**config.mk**
```make
export PLATFORM = sky130hd
export DESIGN_NAME = reg_write_arbiter
export DESIGN_NICKNAME = d
export VERILOG_FILES = /design/src/rtl/reg_write_arbiter.sv
export SDC_FILE = /design/constraint.sdc
export NUM_CORES = 1
export LEC_CHECK = 0
export CORE_MARGIN = 2
export CORE_UTILIZATION = 34
export CTS_CLUSTER_DIAMETER = 60
export DETAILED_ROUTE_END_ITERATION = 12
export PLACE_DENSITY = 0.82
export SLEW_MARGIN = 20
export SYNTH_ARGS = -nofsm -noshare
export SYNTH_HDL_FRONTEND = slang
export SYNTH_SLANG_ARGS = --single-unit
```
**constraint.sdc**
```tcl
create_clock -name clk -period 3.34 [get_ports clk]
set_input_delay 0.668 -clock clk [delete_from_list [all_inputs] [get_ports clk]]
set_output_delay 0.668 -clock clk [all_outputs]
set_load 0.01 [all_outputs]
```
**src/rtl/reg_write_arbiter.sv**
```systemverilog
// Round-robin arbiter for writes into one shared register.
// A winner may lock ownership for as long as it keeps requesting.
module reg_write_arbiter #(
  parameter int N     = 4,
  parameter int WIDTH = 32
) (
  input  logic                   clk,
  input  logic                   reset,
  input  logic [N-1:0]           req,
  input  logic [N-1:0]           lock,
  input  logic [N*WIDTH-1:0]     wdata,
  output logic [N-1:0]           gnt,
  output logic [WIDTH-1:0]       q,
  output logic                   q_valid,
  output logic                   upd,
  output logic [$clog2(N)-1:0]   upd_id
);

  localparam int IW = $clog2(N);

  typedef enum logic {ARB, LOCKED} mode_t;

  mode_t          mode, mode_n;
  logic [IW-1:0]  ptr, ptr_n;
  logic [IW-1:0]  owner, owner_n;
  logic [IW-1:0]  win;
  logic           has_win;
  logic [WIDTH-1:0] wsel;

  // Winner: the locked owner while it still requests, otherwise the first
  // requester at or after ptr. A dropped owner falls straight into the scan.
  always_comb begin
    int unsigned idx;
    has_win = 1'b0;
    win     = '0;
    idx     = 0;
    if (mode == LOCKED && req[owner]) begin
      has_win = 1'b1;
      win     = owner;
    end else begin
      for (int unsigned i = 0; i < N; i++) begin
        idx = int'(ptr) + i;
        if (idx >= N) idx = idx - N;
        if (!has_win && req[idx]) begin
          has_win = 1'b1;
          win     = IW'(idx);
        end
      end
    end
  end

  always_comb begin
    gnt = '0;
    if (reset && has_win) gnt[win] = 1'b1;
  end

  always_comb begin
    wsel    = wdata[int'(win)*WIDTH +: WIDTH];
    ptr_n   = ptr;
    mode_n  = ARB;
    owner_n = owner;
    if (has_win) begin
      ptr_n = (win == IW'(N-1)) ? '0 : win + IW'(1);
      if (lock[win]) begin
        mode_n  = LOCKED;
        owner_n = win;
      end
    end
  end

  always_ff @(posedge clk) begin
    if (!reset) begin
      ptr     <= '0;
      mode    <= ARB;
      owner   <= '0;
      q       <= '0;
      q_valid <= 1'b0;
      upd     <= 1'b0;
      upd_id  <= '0;
    end else begin
      ptr   <= ptr_n;
      mode  <= mode_n;
      owner <= owner_n;
      upd   <= has_win;
      if (has_win) begin
        q       <= wsel;
        q_valid <= 1'b1;
        upd_id  <= win;
      end
    end
  end

endmodule
```
-- After elaboration in Yosys (flattened, before gate mapping)
Cells that the tools add are included.
W data, S select, Z words.
- flip-flop bits (word level): 41
- input port bits: 138
- output and inout bits: 40
- logic and storage cells: 77
- add/sub/neg operators: 8
- $lt $le $gt $ge: 11
- equal/unequal tests: 1
- shift-type cells: 1
- muxes and demuxes: 38
- reduce and logical (&&, ||, !) cells: 11
- operators with widths (cell ; count):
    $mux W32 ; 8
    $lt A32 B3 Y1 const B ; 4
    $shiftx A128 B8 Y32 ; 1
    $mux W1 ; 16
    $bmux W1 S2 ; 6
    $mux W2 ; 6
    $sub A3 B3 Y4 const B ; 3
    $ge A3 B3 Y1 const B ; 3
    $add A2 B2 Y3 const B ; 2
    $logic_and A1 B1 Y1 ; 6
    $lt A2 B3 Y1 const B ; 2
    $mux W4 ; 1
    $reduce_and A2 Y1 ; 2
    $sub A2 B3 Y4 const B ; 1
    $add A2 B1 Y3 const B ; 1
    $ge A2 B3 Y1 const B ; 1
    $logic_not A1 Y1 ; 3
    $add A2 B1 Y2 const B ; 1
    $demux W1 S2 ; 1
    $eq A2 B2 Y1 const B ; 1
    $ge A2 B1 Y1 const B ; 1

-- Logic depth before layout (Yosys ltp)
Gate-level depths: netlist of run 1.
- depth in word-level cells: 25
- depth in mapped cells: 9
- depth with buffers taken out: 7

-- Worst setup path before layout of run 1
No wires, ideal clock.
- path kind: in2out
- from: in req[1]
- to: out gnt[0]
- arrival time: 2231 ps
- required time: 2672 ps
- setup slack: 441 ps
- stages on the path: 9
- buffers on the path: 2
- path through: buf_2 -> inv_1 -> a221oi_1 -> a21oi_1 -> o41ai_2 -> buf_2 -> inv_1 -> ha_1 -> and3_1
- word-level cells in the longest chain between the ends: 21
- elaborated cells between the ends (all ways): 37
- classes of those cells: 2 x order compare; 26 x mux; 9 x reduce/logical
- ends and longest elaborated chain (what ; RTL line ; RTL):
    start: declaration ; 9 ; input logic [N-1:0] req,
    $bmux W1 S2 ; 44 ; if (!has_win && req[idx]) begin
    $mux W1 (not written as such) ; 44 ;
    $mux W1 ; 44 ;
    $mux W1 ; 37 ; if (mode == LOCKED && req[owner]) begin
    $logic_not A1 Y1 ; 44 ;
    $logic_and A1 B1 Y1 ; 44 ;
    $mux W1 ; 44 ;
    $mux W1 ; 37 ;
    [6 not listed] ; - ;
    $mux W2 ; 44 ;
    $mux W2 (*) ; 37 ;
    net win[0] ; 26 ; logic [IW-1:0] win;
    $lt A2 B3 Y1 (not written as such) / $ge A2 B1 Y1 (equally long branches) ; 54 ; if (reset && has_win) gnt[win] = 1'b1;
    $logic_and A1 B1 Y1 (not written as such) ; 54 ;
    $mux W1 (not written as such) ; 54 ;
    $demux W1 S2 (*) ; 54 ;
    $mux W4 (*) ; 54 ;
    end: declaration ; 12 ; output logic [N-1:0] gnt,
The timed path passes the listed nets; every way through them passes the cells marked *. The select of a mux whose other input is x is not followed.

-- Final worst setup path of run 1
- from: in req[1]
- to: out gnt[1]
- word-level cells in the longest chain between the ends: 21
- elaborated cells between the ends (all ways): 37
- classes of those cells: 2 x order compare; 26 x mux; 9 x reduce/logical
- ends and longest elaborated chain (what ; RTL line):
    $bmux W1 S2 ; 44
    $mux W1 (not written as such) ; 44
    $mux W1 ; 44
    $mux W1 ; 37
    $logic_not A1 Y1 ; 44
    $logic_and A1 B1 Y1 ; 44
    $mux W1 ; 44
    $mux W1 ; 37
    [5 not listed] ; -
    $logic_and A1 B1 Y1 ; 44
    $mux W2 ; 44
    $mux W2 ; 37
    $lt A2 B3 Y1 (not written as such) / $ge A2 B1 Y1 (equally long branches) ; 54
    $logic_and A1 B1 Y1 (not written as such) ; 54
    $mux W1 (not written as such) ; 54
    $demux W1 S2 ; 54
    $mux W4 (*) ; 54
Every way passes the cells marked *; elsewhere a longest branch is shown, timed or not. The select of a mux whose other input is x is not followed.

==> results of run 1 <==
## layout make-up
type | instances | area [µm²]
Clock buffer | 5 | 68.8
Sequential cell | 41 | 821
Fill cell | 531 | 2330
Multi-Input combinational cell | 122 | 1440
Timing Repair Buffer | 200 | 1950
Inverter | 5 | 18.8
Clock inverter | 2 | 35.0
Tap cell | 80 | 100
## worst max-delay path, stage by stage
cell and delay, ns:
dlygate4sd2_1 0.25, buf_4 0.14, mux2i_2 0.16, nor3b_2 0.08, buf_4 0.14, o41ai_4 0.36
buf_4 0.18, ha_2 0.14, and3_1 0.13, dlygate4sd2_1 0.26
## logic make-up (layout without fill, tap and decap cells)
logic type                 after synthesis  after routing
buffers and inverters                   24            212
AOI/OAI and AO/OA                       51             51
and+or+nand+nor                         30             30
muxes                                   37             37
DFF                                     41             41
adders and majority gates                4              4
## state kept, by name, summed over array words and instances (netlist names)
register and flops:
owner 2, mode 1, upd 1, q_valid 1
q 32, upd_id 2, ptr 2
## power groups by stage
stage	clock, mW	sequential [mW]	combinational [mW]
after global routing	0.429	0.685	1.25
after global placement	0	0.674	1.13
after CTS	0.402	0.668	1.18
final	0.385	0.670	1.17
after floorplan	0	0.717	0.644
after detailed placement	0	0.678	1.15
## stage by stage
| step | area (µm²) | worst slack, ns | setup TNS (ns) | cells |
|---|---|---|---|---|
| finish | 4430 | 0.141 | 0 | 455 |
| global route | 4430 | 0.0549 | 0 | 455 |
| global placement | 4270 | -0.299 | -1.09 | 443 |
| CTS | 4420 | 0.0437 | 0 | 454 |
| detailed placement | 4270 | -0.381 | -1.30 | 443 |
| floorplan | 2360 | 0.441 | 0 | 187 |
## layer usage
metal	wire length, µm	vias up
met5	0	-
met4	123	0
met3	533	10
met2	4280	93
met1	3070	1181
li1	-	1117
## what timing repair did
action                                  4_1_cts  5_1_grt
setup buffers                                 4        1
gates resized for setup                      15        6
pin swaps                                     3        3
endpoints found under the setup margin        4        3
## final timing paths
kind,to,from,depth (start not counted)
worst max-delay path,gnt[1],req[1],10
worst min-delay path,q_valid,q_valid,1
worst max register to register,owner[0],owner[0],10
worst min register to register,q_valid,q_valid,1
## layout by cell type (no fill, tap or decap), drive strengths merged, types with 3 or more instances in the layout
master           n
a21oi            4
a22o            32
and3             5
buf             24
clkbuf           6
clkdlybuf4s50  169
dfxtp           41
dlygate4sd2      5
ha               4
inv              5
mux2i            5
mux4            32
nand2            8
nor2             6
nor2b            5
o21a             3
o21ai            3
==> impl_metrics.env, run 1 <==
export IMPL_synth_area_per_cell_um2=12.6
export IMPL_finish_utilization_pct=65.6
export IMPL_synth_simple_area_share_pct=6.73
export IMPL_ys_ff_latch=41
export IMPL_synth_top_area_share_pct=34.7
export IMPL_cts_root_buffer="clkbuf_8"
export IMPL_p_total_mw=2.22
export IMPL_antenna_cells=0
export IMPL_grt_busiest_layer="met2"
export IMPL_h_tree_depth=2
export IMPL_grt_pass1_wl_mm=11.6
export IMPL_die_h_um=87.4
export IMPL_p_per_area_nw_per_um2=501
export IMPL_pwr_share_seq_pct=30.2
export IMPL_yosysMostFrequentCell="dfxtp_1"
export IMPL_async_flop_share_pct=0
export IMPL_dr_first_iter_drc_count=64
export IMPL_worstPathRequired_ns=2.67
export IMPL_synthMuxAreaShare_pct=32.6
export IMPL_path_clk_slew_ns=0.08
export IMPL_p_sw_share_pct=30.0
export IMPL_syn_to_final_growth_pct=87.5
export IMPL_synth_edf_count=0
export IMPL_ir_drop_uv=341
export IMPL_period_needed_ns=3.20
export IMPL_ys_types=32
export IMPL_synth_compound_area_share_pct=17.7
export IMPL_die_width_um=87.4
export IMPL_die_area_um2=7630
export IMPL_ys_warn_count=0
export IMPL_intPower_mw=1.55
export IMPL_critPathLaunchType="input pin"
export IMPL_synth_xor_area_share_pct=0
export IMPL_row_count=30
export IMPL_cts_tree="yes"
export IMPL_slew_headroom_pct=72.9
export IMPL_wl_per_cell_um=17.6
export IMPL_clkSinkCount=41
export IMPL_grtUsageMet1_pct=22.8
export IMPL_ant_nets=0
export IMPL_drt_pass1_iterations=4
export IMPL_clk_latency_ns=0.28
export IMPL_via_count=2401
export IMPL_routabilityCongestion=0.797
export IMPL_syn_nets=329
export IMPL_ff2ff_setup_slack_ns=0.74
export IMPL_grt_pass1_vias=2365
export IMPL_yosysSeqAreaShare_pct=34.7
export IMPL_status="completed"
export IMPL_start_util_pct=35.0
export IMPL_finalCritPeriodShare_pct=95.8
export IMPL_ctsHoldBuffers=0
export IMPL_synth_area_top_cells="dfxtp_1, mux4_2, a22o_1"
export IMPL_post_route_drc_count=0
export IMPL_core_um2=6760
export IMPL_netlist_area_um2=2360
export IMPL_crit_type="in2out"
export IMPL_io_pins=178
export IMPL_io_buffers=177
export IMPL_power_frac_comb_pct=52.5
export IMPL_grt_usage_pct=19.6
export IMPL_grt_overflow_total=0
export IMPL_leakage_nw=1.74
export IMPL_gr_usage_met3_pct=4.93
export IMPL_end_kind="output port"
export IMPL_setup_viol=0
export IMPL_hold_class="reg2reg"
export IMPL_synthCells=187
export IMPL_hold_viol=0
export IMPL_wl_mm=8.01
export IMPL_switchingPower_mw=0.666
export IMPL_cts_buffers_inserted=5
export IMPL_nNetsFinal=517
export IMPL_dp_hpwl_mm=6.32
export IMPL_synth_top_area_cell="dfxtp_1"
export IMPL_cts_buffer_depth=2
export IMPL_use_met2_pct=35.3
export IMPL_ys_flop_type="dfxtp_1"
export IMPL_drive_gt1_share_pct=20.3
export IMPL_slew_violations=0
export IMPL_synth_top_family_by_area="multiplexers"
export IMPL_synthAdderAreaFrac_pct=2.12
export IMPL_fmax_mhz=313
export IMPL_clkPwrFrac_pct=17.3
export IMPL_arrival_ns=2.53
export IMPL_cap_viol_max_count=0
export IMPL_viasPerCell=5.28
export IMPL_antenna_found_initial=0
export IMPL_rsz0062_at_grt="false"
export IMPL_finClkSkew_ns=0.00204
export IMPL_ys_top_cells_by_count="dfxtp_1, a22o_1, mux4_2"
export IMPL_grt_max_degree=26
export IMPL_hold_slack_ns=0.472
export IMPL_crit_fanout=3
export IMPL_worstMarginPinSlew_ns=0.406
Power figures use the tool's default switching activity.
==> run 2, diff against run 1 <==
- ABC_AREA: default -> 1
- CORE_MARGIN: 2 -> 5
- CORE_UTILIZATION: 34 -> 39
==> run 2 against run 1 <==
Against the previous run:
- final area grew 14%
- synthesized area grew 34%
- register-to-register slack lost 0.17 ns
- clock power shrank 16%
- global-route usage grew 0.83 points
- critical endpoint is now gnt[3]
- highest routed layer unchanged
==> impl_metrics.env, run 2 <==
export IMPL_grt_overflow_total=0
export IMPL_dr_first_iter_drc_count=101
export IMPL_critPathLaunchType="input pin"
export IMPL_dpl_cell_area_um2=4980
export IMPL_rsz0062_at_grt="false"
export IMPL_io_pins=178
export IMPL_fill_cells=700
export IMPL_dp_hpwl_mm=8.31
export IMPL_start_util_pct=40.6
export IMPL_ys_types=25
export IMPL_final_cell_mix="clkdlybuf4s50_1, nand2_1, inv_1, dfxtp_1, o21ai_0"
export IMPL_ys_flop_type="dfxtp_1"
export IMPL_ys_ff_latch=41
export IMPL_via_count=3860
export IMPL_path_clk_slew_ns=0.08
export IMPL_cts_buffer_depth=2
export IMPL_cts_root_buffer="clkbuf_8"
export IMPL_synth_top_area_cell="dfxtp_1"
export IMPL_worstPathRequired_ns=2.67
export IMPL_row_count=32
export IMPL_ant_nets=0
export IMPL_yosysSeqAreaShare_pct=25.9
export IMPL_fmax_mhz=312
export IMPL_cap_viol_max_count=0
export IMPL_crit_fanout=4
export IMPL_syn_nets=680
export IMPL_wl_mm=10.7
export IMPL_largest_register="q"
export IMPL_post_route_drc_count=0
export IMPL_synth_top_area_share_pct=25.9
export IMPL_grt_usage_pct=20.5
export IMPL_io_buffers=177
export IMPL_crit_type="in2out"
export IMPL_seq_area_um2=821
export IMPL_hold_class="reg2reg"
export IMPL_postLayoutCellArea_um2=5070
export IMPL_grt_max_degree=92
export IMPL_end_kind="output port"
export IMPL_p_per_area_nw_per_um2=977
export IMPL_ys_top_cells_by_count="nand2_1, inv_1, dfxtp_1"
export IMPL_yosysMostFrequentCell="nand2_1"
export IMPL_multi_input_area_um2=1750
export IMPL_synth_area_top_cells="dfxtp_1, nand2_1, inv_1"
export IMPL_arrival_ns=2.54
export IMPL_slew_violations=0
export IMPL_antenna_cells=0
export IMPL_finalCritPeriodShare_pct=96.0
export IMPL_synth_area_per_cell_um2=5.89
export IMPL_die_width_um=100
export IMPL_clkSinkCount=41
export IMPL_finClkSkew_ns=0.00283
export IMPL_finish_utilization_pct=65.0
export IMPL_synth_edf_count=0
export IMPL_h_tree_depth=2
export IMPL_grt_pass1_wl_mm=16.6
export IMPL_setup_viol=0
export IMPL_die_h_um=100
export IMPL_core_um2=7810
export IMPL_ir_drop_uv=953
export IMPL_viasPerCell=4.77
export IMPL_nNetsFinal=849
export IMPL_antenna_found_initial=0
export IMPL_syn_to_final_growth_pct=60.0
export IMPL_wl_per_cell_um=13.2
export IMPL_leakage_nw=2.57
export IMPL_status="completed"
export IMPL_ys_warn_count=0
export IMPL_drive_gt1_share_pct=7.49
export IMPL_clk_latency_ns=0.29
export IMPL_largest_register_ffs=32
export IMPL_final_common_cell="clkdlybuf4s50_1"
export IMPL_routabilityCongestion=0.883
export IMPL_slew_headroom_pct=45.6
export IMPL_cts_tree="yes"
export IMPL_hold_viol=0
export IMPL_drt_pass1_iterations=4
export IMPL_die_area_um2=10000
export IMPL_grt_pass1_vias=3618
export IMPL_synthCells=538
export IMPL_netlist_area_um2=3170
export IMPL_cts_buffers_inserted=5
export IMPL_worstMarginPinSlew_ns=0.816
export IMPL_hold_slack_ns=0.447
export IMPL_async_flop_share_pct=0
export IMPL_period_needed_ns=3.21
-- run 2: cell count changes in the layout (fill, tap and decap cells not counted), sizes merged, moves of 32 or more --
| cell | before | now |
|---|---|---|
| o21ai | 3 | 67 |
| a22o | 32 | 0 |
| inv | 5 | 110 |
| nand2 | 8 | 167 |
| nand3 | 0 | 32 |
| mux4 | 32 | 0 |
-- run 2: kinds of logic (layout without fill, tap and decap cells) --
family,after synthesis,after routing,synth area share (%)
simple gates,231,231,31.5
buf+inv,141,311,19.1
flops,41,41,25.9
compound gates,121,121,21.8
fa+ha+maj,4,4,1.58
-- run 2: per-stage QoR --
stage          instances  total power [mW]  setup TNS, ns  worst slack, ns
2_1_floorplan        538              3.60              0            0.517
3_3_place_gp         800              4.53         -0.496           -0.135
3_5_place_dp         800              4.61         -0.717           -0.194
4_1_cts              809              4.95              0           0.0198
5_1_grt              810              5.48              0          0.00332
6_report             810              4.95              0            0.133
-- run 2: area by class of cell --
type                    instances  area share [%]
repair buffers                193            37.0
multi-input cells             356            34.5
flip-flops and latches         41            16.2
inverters                     110            8.14
well taps                     102            2.52
clock buffers                   7            1.51
clock inverters                 1           0.148
-- run 2: repair_timing --
action	4_1_cts	5_1_grt
buffers inserted	1	1
pin swaps	1	3
hold buffers	0	0
resized for setup	4	13
endpoints found under the setup margin	4	4
-- run 2: worst max-delay path, cell delays in order --
cell and delay [ns]:
clkdlybuf4s50_1 0.50, inv_2 0.05, nand2_1 0.08, nand3_2 0.09, nand2_2 0.12, nor2_4 0.05, nand4_1 0.17, nand2_1 0.09
a21oi_2 0.15, buf_4 0.14, ha_1 0.14, inv_1 0.04, nor2_1 0.10, clkbuf_2 0.14
-- run 2: power by group --
part	internal, mW	total [mW]	switching (mW)
sequential	0.713	0.817	0.104
combinational	1.55	3.82	2.26
clock	0.148	0.322	0.173
-- run 2: path summary, 6_finish.rpt --
path / end / cells past startpoint / from / slack (ns)
setup reg to reg: owner[1] / 17 / ptr[0] / 0.57
setup / recovery: gnt[3] / 14 / req[3] / 0.13
hold / removal: q_valid / 2 / q_valid / 0.45
hold reg to reg: q_valid / 2 / q_valid / 0.45
-- run 2: per-layer routing --
layer | routed length [µm] | vias to the layer above | global-route usage [%]
met5 | 0 | - | 0
met4 | 274 | 0 | 9.02
met3 | 1020 | 21 | 5.70
met2 | 4890 | 164 | 35.2
met1 | 4480 | 1672 | 23.6
li1 | - | 2003 | -
==> run 3, diff against run 2 <==
- CORE_ASPECT_RATIO: default -> 1.4
==> run 3 against run 2 <==
Against the previous run:
- critical path depth is 1 higher
- cell count is 0.12% lower
- maximum frequency is 2.2% lower
- via count up 0.91%
- utilization down 0.91 points
- clock skew down 0.0013 ns
- flip-flop and latch count unchanged
- largest power group unchanged
- sequential share of layout area shrank 0.24 points
- die area is 0.25% higher
- sequential power up 2%
- global-route usage fell by 0.40 points
- hold slack got worse by 0.0030 ns
==> impl_metrics.env, run 3 (synthesis results as in run 2) <==
export IMPL_syn_to_final_growth_pct=62.7
export IMPL_arrival_ns=2.61
export IMPL_finClkSkew_ns=0.00157
export IMPL_grt_pass1_vias=3575
export IMPL_cts_tree="yes"
export IMPL_finalCritPeriodShare_pct=98.2
export IMPL_p_total_mw=5.13
export IMPL_dr_first_iter_drc_count=159
export IMPL_hold_viol=0
export IMPL_cts_buffers_inserted=5
export IMPL_post_route_drc_count=0
export IMPL_r2r_cells=18
export IMPL_wl_per_cell_um=13.3
export IMPL_end_kind="output port"
export IMPL_min_from="q_valid"
export IMPL_grt_max_degree=63
export IMPL_pre_cts_ws_ns=-0.194
export IMPL_wl_mm=10.8
export IMPL_slew_headroom_pct=63.1
export IMPL_finish_utilization_pct=64.0
export IMPL_placed_cells=798
export IMPL_crit_reg2reg_launch="ptr[0]"
export IMPL_antenna_found_initial=0
export IMPL_fmax_mhz=305
export IMPL_leakage_nw=2.62
export IMPL_row_count=39
export IMPL_cap_viol_max_count=0
export IMPL_fill_cells=745
export IMPL_worstMarginPinSlew_ns=0.554
export IMPL_clk_latency_ns=0.28
export IMPL_routabilityCongestion=1.05
export IMPL_drt_pass1_iterations=5
export IMPL_holdPathStages=2
export IMPL_start_util_pct=39.4
export IMPL_critPathLaunchType="input pin"
export IMPL_final_common_cell="clkdlybuf4s50_1"
export IMPL_die_area_um2=10100
export IMPL_ff2ff_setup_slack_ns=0.57
export IMPL_io_pins=178
export IMPL_p_per_area_nw_per_um2=994
export IMPL_largest_register="q"
export IMPL_die_h_um=117
export IMPL_slew_violations=0
export IMPL_crit_fanout=5
export IMPL_worstHoldEndpoint="q_valid"
export IMPL_worstPathRequired_ns=2.67
export IMPL_cts_buffer_depth=2
export IMPL_nNetsFinal=848
export IMPL_ant_nets=0
export IMPL_setup_viol=0
export IMPL_viasPerCell=4.81
export IMPL_r2r_end="owner[1]"
export IMPL_final_cells=809
export IMPL_ctsHoldBuffers=0
export IMPL_grt_usage_pct=20.1
export IMPL_final_cell_mix="clkdlybuf4s50_1, nand2_1, inv_1, dfxtp_1, o21ai_0"
export IMPL_grt_pass1_wl_mm=16.3
export IMPL_path_clk_slew_ns=0.06
export IMPL_antenna_cells=0
export IMPL_clkSinkCount=41
export IMPL_cts_root_buffer="clkbuf_16"
export IMPL_hold_class="reg2reg"
export IMPL_crit_type="in2out"
export IMPL_period_needed_ns=3.28
export IMPL_ir_drop_uv=806
export IMPL_fin_ws_ns=0.0602
export IMPL_status="completed"
export IMPL_dp_hpwl_mm=8.47
export IMPL_h_tree_depth=2
export IMPL_drive_gt1_share_pct=8.06
export IMPL_core_um2=8050
export IMPL_grt_overflow_total=0
export IMPL_largest_register_ffs=32
export IMPL_via_count=3895
export IMPL_die_width_um=86.2
export IMPL_io_buffers=177
==> run 3: changes by cell type in the layout (fill, tap and decap cells not counted), moves of 2 or more <==
cell	before	now
clkbuf_16	0	5
clkbuf_8	5	0
clkdlybuf4s50_1	173	171
dlymetal6s2s_1	0	2
clkbuf_1	2	0
inv_6	0	2
==> run 3: worst max-delay path by stage <==
stage,startpoint,to,slack (ns),cells after the start
6_report,req[3],gnt[2],0.06,15
5_1_grt,req[3],gnt[2],-0.008,15
4_1_cts,req[1],gnt[0],0.01,15
3_5_place_dp,req[3],gnt[1],-0.19,15
3_3_place_gp,req[3],gnt[1],-0.14,15
2_1_floorplan,req[3],gnt[3],0.52,15
==> run 3: per-layer routing <==
| layer | track usage [%] | vias up | routed length (µm) |
|---|---|---|---|
| met5 | 0 | - | 0 |
| met4 | 10.1 | 0 | 437 |
| met3 | 4.09 | 40 | 713 |
| met2 | 37.8 | 155 | 5790 |
| met1 | 20.8 | 1697 | 3830 |
| li1 | - | 2003 | - |
==> run 3: critical path: stages <==
cell	delay, ns
clkdlybuf4s50_1	0.44
nand2_1	0.09
nand2_1	0.08
nand2_2	0.09
nand2_2	0.08
nor2_4	0.15
nand3_2	0.09
nand2_1	0.08
nand3_2	0.11
nand2_4	0.12
inv_2	0.06
ha_1	0.19
inv_1	0.05
nor2_1	0.04
dlygate4sd2_1	0.28
==> run 3: what timing repair did <==
action	in CTS	in global routing
cloned	0	0
resized for setup	4	18
pin swaps	1	5
setup endpoints to repair	4	4
buffers inserted	1	2
==> run 3: where the power goes <==
part           switching, mW  total (mW)  internal [mW]
clock                  0.210       0.492          0.282
combinational           2.25        3.80           1.55
sequential             0.119       0.834          0.715
total                   2.58        5.13           2.55
==> run 3: area by class of cell <==
cell class | count | area [µm²] | share of cell area (%)
clock buffers | 5 | 125 | 2.43
clock inverters | 3 | 25.0 | 0.485
inverters | 110 | 413 | 8.01
multi-input cells | 356 | 1770 | 34.2
flip-flops and latches | 41 | 822 | 15.9
well taps | 102 | 128 | 2.48
repair buffers | 192 | 1880 | 36.4
==> run 3: through the flow <==
step	hold WS, ns	area, µm²	setup TNS [ns]
global placement	0.431	4970	-0.534
floorplan	0.467	3170	0
finish	0.444	5160	0
global route	0.472	5160	-0.00802
detailed placement	0.439	4970	-0.733
CTS	0.450	5120	0
